$ cat src/rtl/iobuf_bus_turnaround_ctrl.sv
// Half-duplex pad bus sequencer: round-robin between two requesters,
// with automatic released turnaround cycles whenever the bus direction flips.
module iobuf_bus_turnaround_ctrl #(
    parameter int WIDTH   = 8,
    parameter int TURN    = 2,
    parameter int HOLD    = 1,
    parameter int RD_WAIT = 1
) (
    input  logic             CLK,
    input  logic             RST,
    input  logic             REQ0,
    input  logic             WR0,
    input  logic [WIDTH-1:0] WDATA0,
    output logic             ACK0,
    input  logic             REQ1,
    input  logic             WR1,
    input  logic [WIDTH-1:0] WDATA1,
    output logic             ACK1,
    output logic [WIDTH-1:0] RDATA,
    output logic [WIDTH-1:0] IO_I,
    output logic             IO_T,
    input  logic [WIDTH-1:0] IO_O,
    output logic             BUSY
);

    localparam logic [1:0] S_IDLE  = 2'd0;
    localparam logic [1:0] S_TURN  = 2'd1;
    localparam logic [1:0] S_DRIVE = 2'd2;
    localparam logic [1:0] S_RWAIT = 2'd3;

    localparam int MAX_A = (TURN > HOLD) ? TURN : HOLD;
    localparam int MAXC  = (MAX_A > RD_WAIT) ? MAX_A : RD_WAIT;
    localparam int CW    = (MAXC > 1) ? $clog2(MAXC) : 1;

    // Counters load length-1 and the phase ends when they reach zero.
    localparam logic [CW-1:0] TURN_LD = CW'((TURN > 0) ? TURN - 1 : 0);
    localparam logic [CW-1:0] HOLD_LD = CW'(HOLD - 1);
    localparam logic [CW-1:0] RDW_LD  = CW'(RD_WAIT - 1);

    logic [1:0]       state;
    logic [CW-1:0]    cnt;
    logic             ptr;
    logic             last_dir;
    logic             cur_id;
    logic             cur_wr;
    logic [WIDTH-1:0] cur_wdata;

    logic             elig0;
    logic             elig1;
    logic             gnt;
    logic             gnt_id;
    logic             gnt_wr;
    logic [WIDTH-1:0] gnt_wdata;

    // A requester is masked in its own ACK cycle so a held REQ is not re-granted.
    assign elig0     = REQ0 & ~ACK0;
    assign elig1     = REQ1 & ~ACK1;
    assign gnt       = elig0 | elig1;
    assign gnt_id    = (elig0 & elig1) ? ptr : elig1;
    assign gnt_wr    = gnt_id ? WR1 : WR0;
    assign gnt_wdata = gnt_id ? WDATA1 : WDATA0;

    always_ff @(posedge CLK) begin
        if (RST) begin
            state     <= S_IDLE;
            cnt       <= '0;
            ptr       <= 1'b0;
            last_dir  <= 1'b0;
            cur_id    <= 1'b0;
            cur_wr    <= 1'b0;
            cur_wdata <= '0;
            ACK0      <= 1'b0;
            ACK1      <= 1'b0;
            RDATA     <= '0;
            IO_I      <= '0;
            IO_T      <= 1'b1;
            BUSY      <= 1'b0;
        end else begin
            ACK0 <= 1'b0;
            ACK1 <= 1'b0;
            unique case (state)
                S_IDLE: begin
                    if (gnt) begin
                        ptr       <= ~gnt_id;
                        cur_id    <= gnt_id;
                        cur_wr    <= gnt_wr;
                        cur_wdata <= gnt_wdata;
                        BUSY      <= 1'b1;
                        if (TURN > 0 && gnt_wr != last_dir) begin
                            state <= S_TURN;
                            cnt   <= TURN_LD;
                        end else if (gnt_wr) begin
                            state    <= S_DRIVE;
                            cnt      <= HOLD_LD;
                            IO_T     <= 1'b0;
                            IO_I     <= gnt_wdata;
                            last_dir <= 1'b1;
                        end else begin
                            state    <= S_RWAIT;
                            cnt      <= RDW_LD;
                            last_dir <= 1'b0;
                        end
                    end
                end
                S_TURN: begin
                    if (cnt == '0) begin
                        last_dir <= cur_wr;
                        if (cur_wr) begin
                            state <= S_DRIVE;
                            cnt   <= HOLD_LD;
                            IO_T  <= 1'b0;
                            IO_I  <= cur_wdata;
                        end else begin
                            state <= S_RWAIT;
                            cnt   <= RDW_LD;
                        end
                    end else begin
                        cnt <= cnt - 1'b1;
                    end
                end
                S_DRIVE: begin
                    if (cnt == '0) begin
                        state <= S_IDLE;
                        IO_T  <= 1'b1;
                        BUSY  <= 1'b0;
                        if (cur_id) ACK1 <= 1'b1;
                        else        ACK0 <= 1'b1;
                    end else begin
                        cnt <= cnt - 1'b1;
                    end
                end
                S_RWAIT: begin
                    if (cnt == '0) begin
                        state <= S_IDLE;
                        RDATA <= IO_O;
                        BUSY  <= 1'b0;
                        if (cur_id) ACK1 <= 1'b1;
                        else        ACK0 <= 1'b1;
                    end else begin
                        cnt <= cnt - 1'b1;
                    end
                end
                default: state <= S_IDLE;
            endcase
        end
    end

endmodule
$ cat config.mk
export PLATFORM = sky130hd
export DESIGN_NAME = iobuf_bus_turnaround_ctrl
export DESIGN_NICKNAME = d
export VERILOG_FILES = /design/src/rtl/iobuf_bus_turnaround_ctrl.sv
export SDC_FILE = /design/constraint.sdc
export NUM_CORES = 1
export LEC_CHECK = 0
export ABC_AREA = 0
export BUFFER_PORTS_ARGS = -buffer_cell sky130_fd_sc_hd__buf_2
export CORE_UTILIZATION = 40
export DETAILED_ROUTE_END_ITERATION = 10
export GPL_ROUTABILITY_DRIVEN = 0
export GPL_TIMING_DRIVEN = 0
export RECOVER_POWER = 25
export REMOVE_ABC_BUFFERS = 1
export SLEW_MARGIN = 20
export SYNTH_ARGS = -nofsm -noshare
export SYNTH_HDL_FRONTEND = slang
export SYNTH_SLANG_ARGS = --single-unit
export TNS_END_PERCENT = 50
$ cat constraint.sdc
create_clock -name CLK -period 2.63 [get_ports CLK]
set_input_delay 0.526 -clock CLK [delete_from_list [all_inputs] [get_ports CLK]]
set_output_delay 0.526 -clock CLK [all_outputs]
set_load 0.01 [all_outputs]
==> results of run 1 <==
## worst max-delay path: stages, from the launching register on
cell and delay (ps):
dfxtp_1 320, or3b_4 410, a21boi_2 210, a31o_2 180, ha_1 260, a211oi_2 300
o221ai_4 300, a211oi_1 250, a31o_1 130
## path summary, 6_finish.rpt
path / slack (ps) / cells after the start / from / end
setup / recovery: 210 / 8 / ptr / IO_I[6]
hold / removal: 460 / 1 / cur_id / ACK0
setup reg to reg: 210 / 8 / ptr / IO_I[6]
hold reg to reg: 460 / 1 / cur_id / ACK0
## metrics by stage
| step | cells | hold WS [ps] | instance area, µm² | worst slack, ps |
|---|---|---|---|---|
| final | 258 | 463 | 1970 | 211 |
| after global routing | 258 | 462 | 1970 | 36.5 |
| after CTS | 258 | 457 | 1980 | 184 |
| after detailed placement | 250 | 455 | 1840 | -89.9 |
| after global placement | 250 | 424 | 1840 | -42.2 |
| after floorplan | 153 | 411 | 1540 | 244 |
## routing by layer
metal	vias up	global-route usage	wire length (µm)
met5	-	0	0
met4	0	0.0598	36
li1	669	-	-
met2	40	0.271	1470
met1	586	0.174	1400
met3	5	0.0677	217
## area by class of cell
cell class	count	area, µm²	share of cell area
Multi-Input combinational cell	116	830	0.422
Tap cell	48	60.1	0.0306
Clock buffer	5	68.8	0.0350
Timing Repair Buffer	49	231	0.118
Sequential cell	35	701	0.356
Inverter	2	7.51	0.00382
Clock inverter	3	67.6	0.0344
## flip-flops by register name, indices dropped and copies added, names as in the netlist
signal / flops
ACK0: 1
IO_I: 8
cur_id: 1
ACK1: 1
last_dir: 1
cur_wr: 1
ptr: 1
cur_wdata: 8
BUSY: 1
cnt: 1
IO_T: 1
RDATA: 8
state: 2
## kinds of logic after synthesis
kind of cell / after synthesis / share of synthesized area
AO/OA/AOI/OAI: 37 / 0.178
flip-flops: 35 / 0.437
AND/OR/NAND/NOR: 53 / 0.157
buffers and inverters: 13 / 0.0445
adder cells (fa/ha/maj): 1 / 0.00781
multiplexers: 25 / 0.175
## layout by cell type, fill, tap and decap left out, types with 5 or more instances in the layout
master    instances
buf_2            38
dfxtp_1          35
nor2_1           27
mux2i_1          19
clkbuf_1         11
o21ai_0           9
mux2_4            6
nand3_1           6
o31ai_1           6
a21oi_1           5
a211oi_1          5
clkbuf_8          5
## where the power goes
group	switching [W]	internal, W
Clock	0.000194	0.000378
Combinational	0.000300	0.000238
Sequential	0.0000805	0.000636
==> flow_metrics.tcl, run 1 <==
set metrics [dict create \
    diodes 0 \
    synthFlopType "dfxtp_1" \
    via_per_inst 5.04 \
    cp_max_fo 17 \
    synth_area_um2 1600 \
    rows 22 \
    hold_buffers 0 \
    synth-edff-count 0 \
    clkSinkCount 35 \
    antenna_found_initial 0 \
    clockBufferDepth 2 \
    min_period_ps 2420 \
    avgSynthCellArea_um2 9.77 \
    path_clk_slew_ps 70 \
    yosys-top-cells-area "dfxtp_1, mux2i_1, nor2_1" \
    min_period_over_period 0.920 \
    avgRoutedWirePerCell_um 12.1 \
    htreeDepth 2 \
    yosys.area.top_type "dfxtp_1" \
    ir_drop_uv 387 \
    area_delta_synth_final_pct 22.7 \
    fillers 373 \
    grt-ovfl-total 0 \
    slew_headroom 0.391 \
    die_w_um 65.3 \
    drive_above_1_share 0.276 \
    rsz0062_at_grt "no" \
    via_count 1300 \
    yosysWarnings 0 \
    drt_pass1_iterations 4 \
    grt_pass1_wl_mm 5.06 \
    fp.dieH_um 65.3 \
    synth_most_common_cell "dfxtp_1" \
    num_io_pins 50 \
    grt_max_degree 29 \
    ys_seq_area_frac 0.438 \
    place_hpwl_mm 2.23 \
    wl_mm 3.13 \
    hold_class "register to register" \
    async_reset_ff_frac 0 \
    end_kind "register" \
    cts.repair.resized 0 \
    fin_util 0.525 \
    clk_latency_ps 290 \
    drt_iter0_drc 30 \
    ys_top_cells_by_count "dfxtp_1, nor2_1, mux2i_1" \
    postCtsSetupRepairBufs 0 \
    ys_ff_latch 35 \
    fmax_mhz 413 \
    initial_utilization 0.428 \
    p_leak_nw 0.888 \
    hold_viol 0 \
    finClkSkew_ps 5.02 \
    core_area_um2 3740 \
    grtUsageTotal 0.159 \
    synth.top_cell.area_share 0.438 \
    path_class "register to register" \
    setup_violations 0 \
    die_area_um2 4260 \
    fin_nets 240 \
    drc 0 \
    maxCapViolCount 0 \
    first_global_vias 1170 \
    ys_types 33 \
    cp.arrival_ps 2650 \
    numCtsBuffers 5 \
    tightest_slew_ps 911 \
    p_per_area_nw_per_um2 929 \
    report.final.slew_viol_count 0 \
    cts_tree "built" \
    worstPathRequired_ps 2860 \
    status "finished, final reports clean" \
    tns_ps 0 \
    portBuffers 49 \
    synthCells 164 \
    start_kind "register" \
    total_power_w 0.00183 \
    clockRootBuffer "clkbuf_8" \
    final_antenna_net_count 0 \
]
No activity file was read; power rests on OpenSTA's default activity.
==> run 2: changes to the inputs <==
--- a/config.mk
+++ b/config.mk
@@ -7,10 +7,11 @@
 export LEC_CHECK = 0
 export ABC_AREA = 0
 export BUFFER_PORTS_ARGS = -buffer_cell sky130_fd_sc_hd__buf_2
-export CORE_UTILIZATION = 40
+export CORE_UTILIZATION = 50
 export DETAILED_ROUTE_END_ITERATION = 10
 export GPL_ROUTABILITY_DRIVEN = 0
 export GPL_TIMING_DRIVEN = 0
+export PLACE_DENSITY = 0.88
 export RECOVER_POWER = 25
 export REMOVE_ABC_BUFFERS = 1
 export SLEW_MARGIN = 20
==> run 2 against run 1 <==
Design area fell by 5.1%. Critical path depth unchanged. Power is 17% lower. Utilization grew 8.6 points. Via count up 4.2%. Largest cell class unchanged.
==> flow_metrics.tcl, run 2 (synthesis results as in run 1) <==
set metrics [dict create \
    status "finished, final reports clean" \
    finClkSkew_ps 2.21 \
    layout_commonest_cell "buf_2" \
    p_leak_nw 0.845 \
    hold_viol 0 \
    core_area_um2 3050 \
    final_cell_mix "buf_2, dfxtp_1, nor2_1" \
    via_per_inst 5.37 \
    reg2regPathDepth 8 \
    area_delta_synth_final_pct 16.5 \
    diodes 0 \
    first_global_vias 1256 \
    p_per_area_nw_per_um2 810 \
    hp-start "IO_O[0]" \
    rsz0062_at_grt "no" \
    cts.repair.resized 0 \
    start_kind "register" \
    numCtsBuffers 5 \
    place_hpwl_mm 2.22 \
    drive_above_1_share 0.264 \
    path_class "register to register" \
    drt_iter0_drc 42 \
    grt_max_degree 29 \
    clk_latency_ps 320 \
    num_io_pins 50 \
    layoutNonFillerInstCount 252 \
    die_area_um2 3430 \
    fin_nets 240 \
    rrSetupSlack_ps 180 \
    final_antenna_net_count 0 \
    grt_pass1_wl_mm 5.20 \
    tightest_slew_ps 892 \
    wl_mm 3.21 \
    cp.arrival_ps 2720 \
    avgRoutedWirePerCell_um 12.7 \
    hold_buffers 0 \
    fp.dieH_um 58.6 \
    die_w_um 58.6 \
    tns_ps 0 \
    clockBufferDepth 2 \
    hold_class "primary input to register" \
    rows 20 \
    slew_headroom 0.403 \
    path_clk_slew_ps 90 \
    fmax_mhz 409 \
    min_to "RDATA[0]" \
    top_regs "IO_I: 8 flops, RDATA: 8 flops, cur_wdata: 8 flops" \
    min_period_over_period 0.931 \
    cp_max_fo 17 \
    clockRootBuffer "clkbuf_4" \
    r2r-start "ptr" \
    antenna_found_initial 0 \
    drt_pass1_iterations 4 \
    cts_tree "built" \
    drc 0 \
    via_count 1354 \
    htreeDepth 2 \
    worstPathRequired_ps 2900 \
    dpl.cell_count 246 \
    holdPathStages 3 \
    report.final.slew_viol_count 0 \
    grt-ovfl-total 0 \
    maxCapViolCount 0 \
    grtUsageTotal 0.203 \
    postCtsSetupRepairBufs 0 \
    end_kind "register" \
    portBuffers 49 \
    clkSinkCount 35 \
    setup_violations 0 \
    min_period_ps 2450 \
    total_power_w 0.00151 \
    worstReg2RegEnd "IO_I[6]" \
    initial_utilization 0.525 \
    ir_drop_uv 395 \
]
==> run 2: final cells by class <==
| cell class | instances | area [µm²] |
|---|---|---|
| clock buffers | 6 | 41.3 |
| fillers | 290 | 1190 |
| inverters | 2 | 7.51 |
| multi-input cells | 116 | 830 |
| flip-flops and latches | 35 | 701 |
| well taps | 44 | 55.1 |
| repair buffers | 49 | 231 |
==> run 2: stage by stage <==
step | hold slack [ps] | instance area [µm²] | utilization | worst slack [ps]
3_5_place_dp | 439 | 1840 | 0.602 | -99.7
2_1_floorplan | 411 | 1540 | - | 244
4_1_cts | 422 | 1880 | 0.616 | 178
6_report | 431 | 1870 | 0.611 | 183
3_3_place_gp | 435 | 1840 | 0.602 | -41.7
5_1_grt | 416 | 1870 | 0.611 | 27.9
==> run 2: worst max-delay path by stage <==
stage,start,end,slack (ps),cells past startpoint
after CTS,ptr,IO_I[5],180,8
after global routing,ptr,IO_I[5],30,8
after detailed placement,REQ0,IO_I[5],-100,9
final,ptr,IO_I[6],180,8
after global placement,REQ0,IO_I[5],-40,9
after floorplan,REQ0,IO_I[5],240,8
==> run 2: report_power, final <==
| group | switching, W | internal (W) |
|---|---|---|
| registers | 0.0000823 | 0.000636 |
| logic | 0.000302 | 0.000237 |
| clock network | 0.000159 | 0.0000951 |
==> run 2: worst max-delay path, cell delays in order, from the launching register on <==
cell,delay (ps)
dfxtp_1,320
or3b_4,410
a21boi_2,200
a31o_2,170
ha_1,250
a211oi_2,320
o221ai_4,310
a211oi_1,270
a31o_1,120
==> run 2: metal layers <==
layer  GRT usage  wire length, µm
met4      0.0850               32
met5           0                0
met2       0.371             1570
met3      0.0396              177
met1       0.229             1420
==> run 3: changes to the inputs <==
--- a/config.mk
+++ b/config.mk
@@ -11,7 +11,7 @@
 export DETAILED_ROUTE_END_ITERATION = 10
 export GPL_ROUTABILITY_DRIVEN = 0
 export GPL_TIMING_DRIVEN = 0
-export PLACE_DENSITY = 0.88
+export PLACE_DENSITY = 0.85
 export RECOVER_POWER = 25
 export REMOVE_ABC_BUFFERS = 1
 export SLEW_MARGIN = 20
==> run 3 against run 2 <==
Via count decreased by 1.7%. Largest power group unchanged. Largest cell class unchanged. Power increased by 1.7%. Critical path type unchanged. Final cell count increased by 0.79%. Die area unchanged. Routed wire length about the same. Global-route usage about the same. Utilization increased by 0.29 points. Critical path depth unchanged. Worst hold slack got worse by 24 ps. Sequential share of layout area decreased by 0.18 points. First-iteration DRC count increased by 40%.
==> flow_metrics.tcl, run 3 (synthesis results as in run 1) <==
set metrics [dict create \
    num_io_pins 50 \
    max_stage_delay_ps 410 \
    first_global_vias 1265 \
    ir_drop_uv 359 \
    avgRoutedWirePerCell_um 12.6 \
    layout_commonest_cell "buf_2" \
    rows 20 \
    clkSinkCount 35 \
    fin_nets 240 \
    multi_input_area_um2 830 \
    fmax_mhz 413 \
    diodes 0 \
    hold_viol 0 \
    drive_above_1_share 0.267 \
    fp.dieH_um 58.6 \
    place_hpwl_mm 2.23 \
    clockRootBuffer "clkbuf_4" \
    timing.final.ws_setup_ps 206 \
    p_per_area_nw_per_um2 820 \
    clockBufferDepth 2 \
    worstReg2RegEnd "IO_I[5]" \
    finClkSkew_ps 8.82 \
    end_kind "register" \
    place_ws_ps -132 \
    portBuffers 49 \
    seqCellArea_um2 701 \
    drt_iter0_drc 59 \
    path_clk_slew_ps 110 \
    grt_max_degree 29 \
    postCtsSetupRepairBufs 0 \
    tightest_slew_ps 867 \
    maxCapViolCount 0 \
    cts.repair.resized 0 \
    placed_area_um2 1840 \
    setup_violations 0 \
    slowest_stage "or3b_4" \
    final_antenna_net_count 0 \
    report.final.slew_viol_count 0 \
    worstPathRequired_ps 2920 \
    cp_max_fo 17 \
    fin_util 0.614 \
    hold_buffers 0 \
    core_area_um2 3050 \
    min_to "RDATA[4]" \
    drt_pass1_iterations 4 \
    via_count 1331 \
    hp-start "IO_O[4]" \
    die_area_um2 3430 \
    reg2regPathDepth 8 \
    grt_pass1_wl_mm 5.25 \
    area_delta_synth_final_pct 17.0 \
    rrSetupSlack_ps 210 \
    start_kind "register" \
    numCtsBuffers 5 \
    min_period_over_period 0.922 \
    total_power_w 0.00154 \
    htreeDepth 2 \
    via_per_inst 5.24 \
    rsz0062_at_grt "no" \
    final_cell_mix "buf_2, dfxtp_1, nor2_1" \
    hold_ws_ps 407 \
    drc 0 \
    fillers 296 \
    final_area_um2 1870 \
    holdPathStages 3 \
    die_w_um 58.6 \
    cp.arrival_ps 2720 \
    initial_utilization 0.525 \
    min_period_ps 2420 \
    path_cells "or3b_4 -> a21boi_2 -> a31o_2 -> ha_1 -> a211oi_2 -> o221ai_4 -> a211oi_1 -> a31o_1" \
    top_regs "IO_I: 8 flops, RDATA: 8 flops, cur_wdata: 8 flops" \
    status "finished, final reports clean" \
    wl_mm 3.20 \
    grtUsageTotal 0.203 \
    slew_headroom 0.420 \
    r2r-start "ptr" \
    cts_tree "built" \
    clk_latency_ps 340 \
    hold_class "primary input to register" \
    p_leak_nw 0.853 \
    grt-ovfl-total 0 \
    antenna_found_initial 0 \
    path_class "register to register" \
]
## run 3: cell count changes in the layout (fill, tap and decap cells not counted), sizes merged
cell    change
clkbuf      +1
clkinv      +1
## run 3: metrics by stage
step           TNS [ps]  cells
2_1_floorplan         0    153
3_3_place_gp      -96.4    246
3_5_place_dp       -619    246
4_1_cts               0    254
5_1_grt               0    254
6_report              0    254
## run 3: cell type report
class                           count  share of cell area
Sequential cell                    35               0.374
Tap cell                           44              0.0294
Timing Repair Buffer               49               0.123
Clock buffer                        7              0.0240
Multi-Input combinational cell    116               0.443
Inverter                            2             0.00401
Clock inverter                      1             0.00267
## run 3: how the worst max path moves through the flow
| stage | depth (start not counted) | slack [ps] | endpoint | from |
|---|---|---|---|---|
| 3_5_place_dp | 9 | -130 | IO_I[5] | REQ0 |
| 2_1_floorplan | 8 | 240 | IO_I[5] | REQ0 |
| 6_report | 8 | 210 | IO_I[5] | ptr |
| 4_1_cts | 8 | 160 | IO_I[5] | ptr |
| 5_1_grt | 8 | 0.8 | IO_I[5] | ptr |
| 3_3_place_gp | 9 | -50 | IO_I[6] | REQ0 |
## run 3: where the power goes
| part | total (W) | switching [W] | leakage, nW | internal [W] |
|---|---|---|---|---|
| Sequential | 0.000719 | 0.0000830 | 0.286 | 0.000636 |
| Combinational | 0.000536 | 0.000300 | 0.537 | 0.000236 |
| Clock | 0.000283 | 0.000178 | 0.0293 | 0.000104 |
## run 3: routing by layer
metal / global-route usage / routed length (µm) / share of wire
met1: 0.227 / 1390 / 0.43
met2: 0.363 / 1560 / 0.49
met3: 0.0681 / 215 / 0.067
met4: 0.0612 / 36 / 0.011
met5: 0 / 0 / 0
## run 3: worst max-delay path, delay by kind of cell, from the launching register on
kind | cells | cell delay, ps
AO/OA/AOI/OAI | 6 | 1370
adder cells (fa/ha/maj) | 1 | 260
AND/OR/NAND/NOR | 1 | 410
flip-flops | 1 | 330
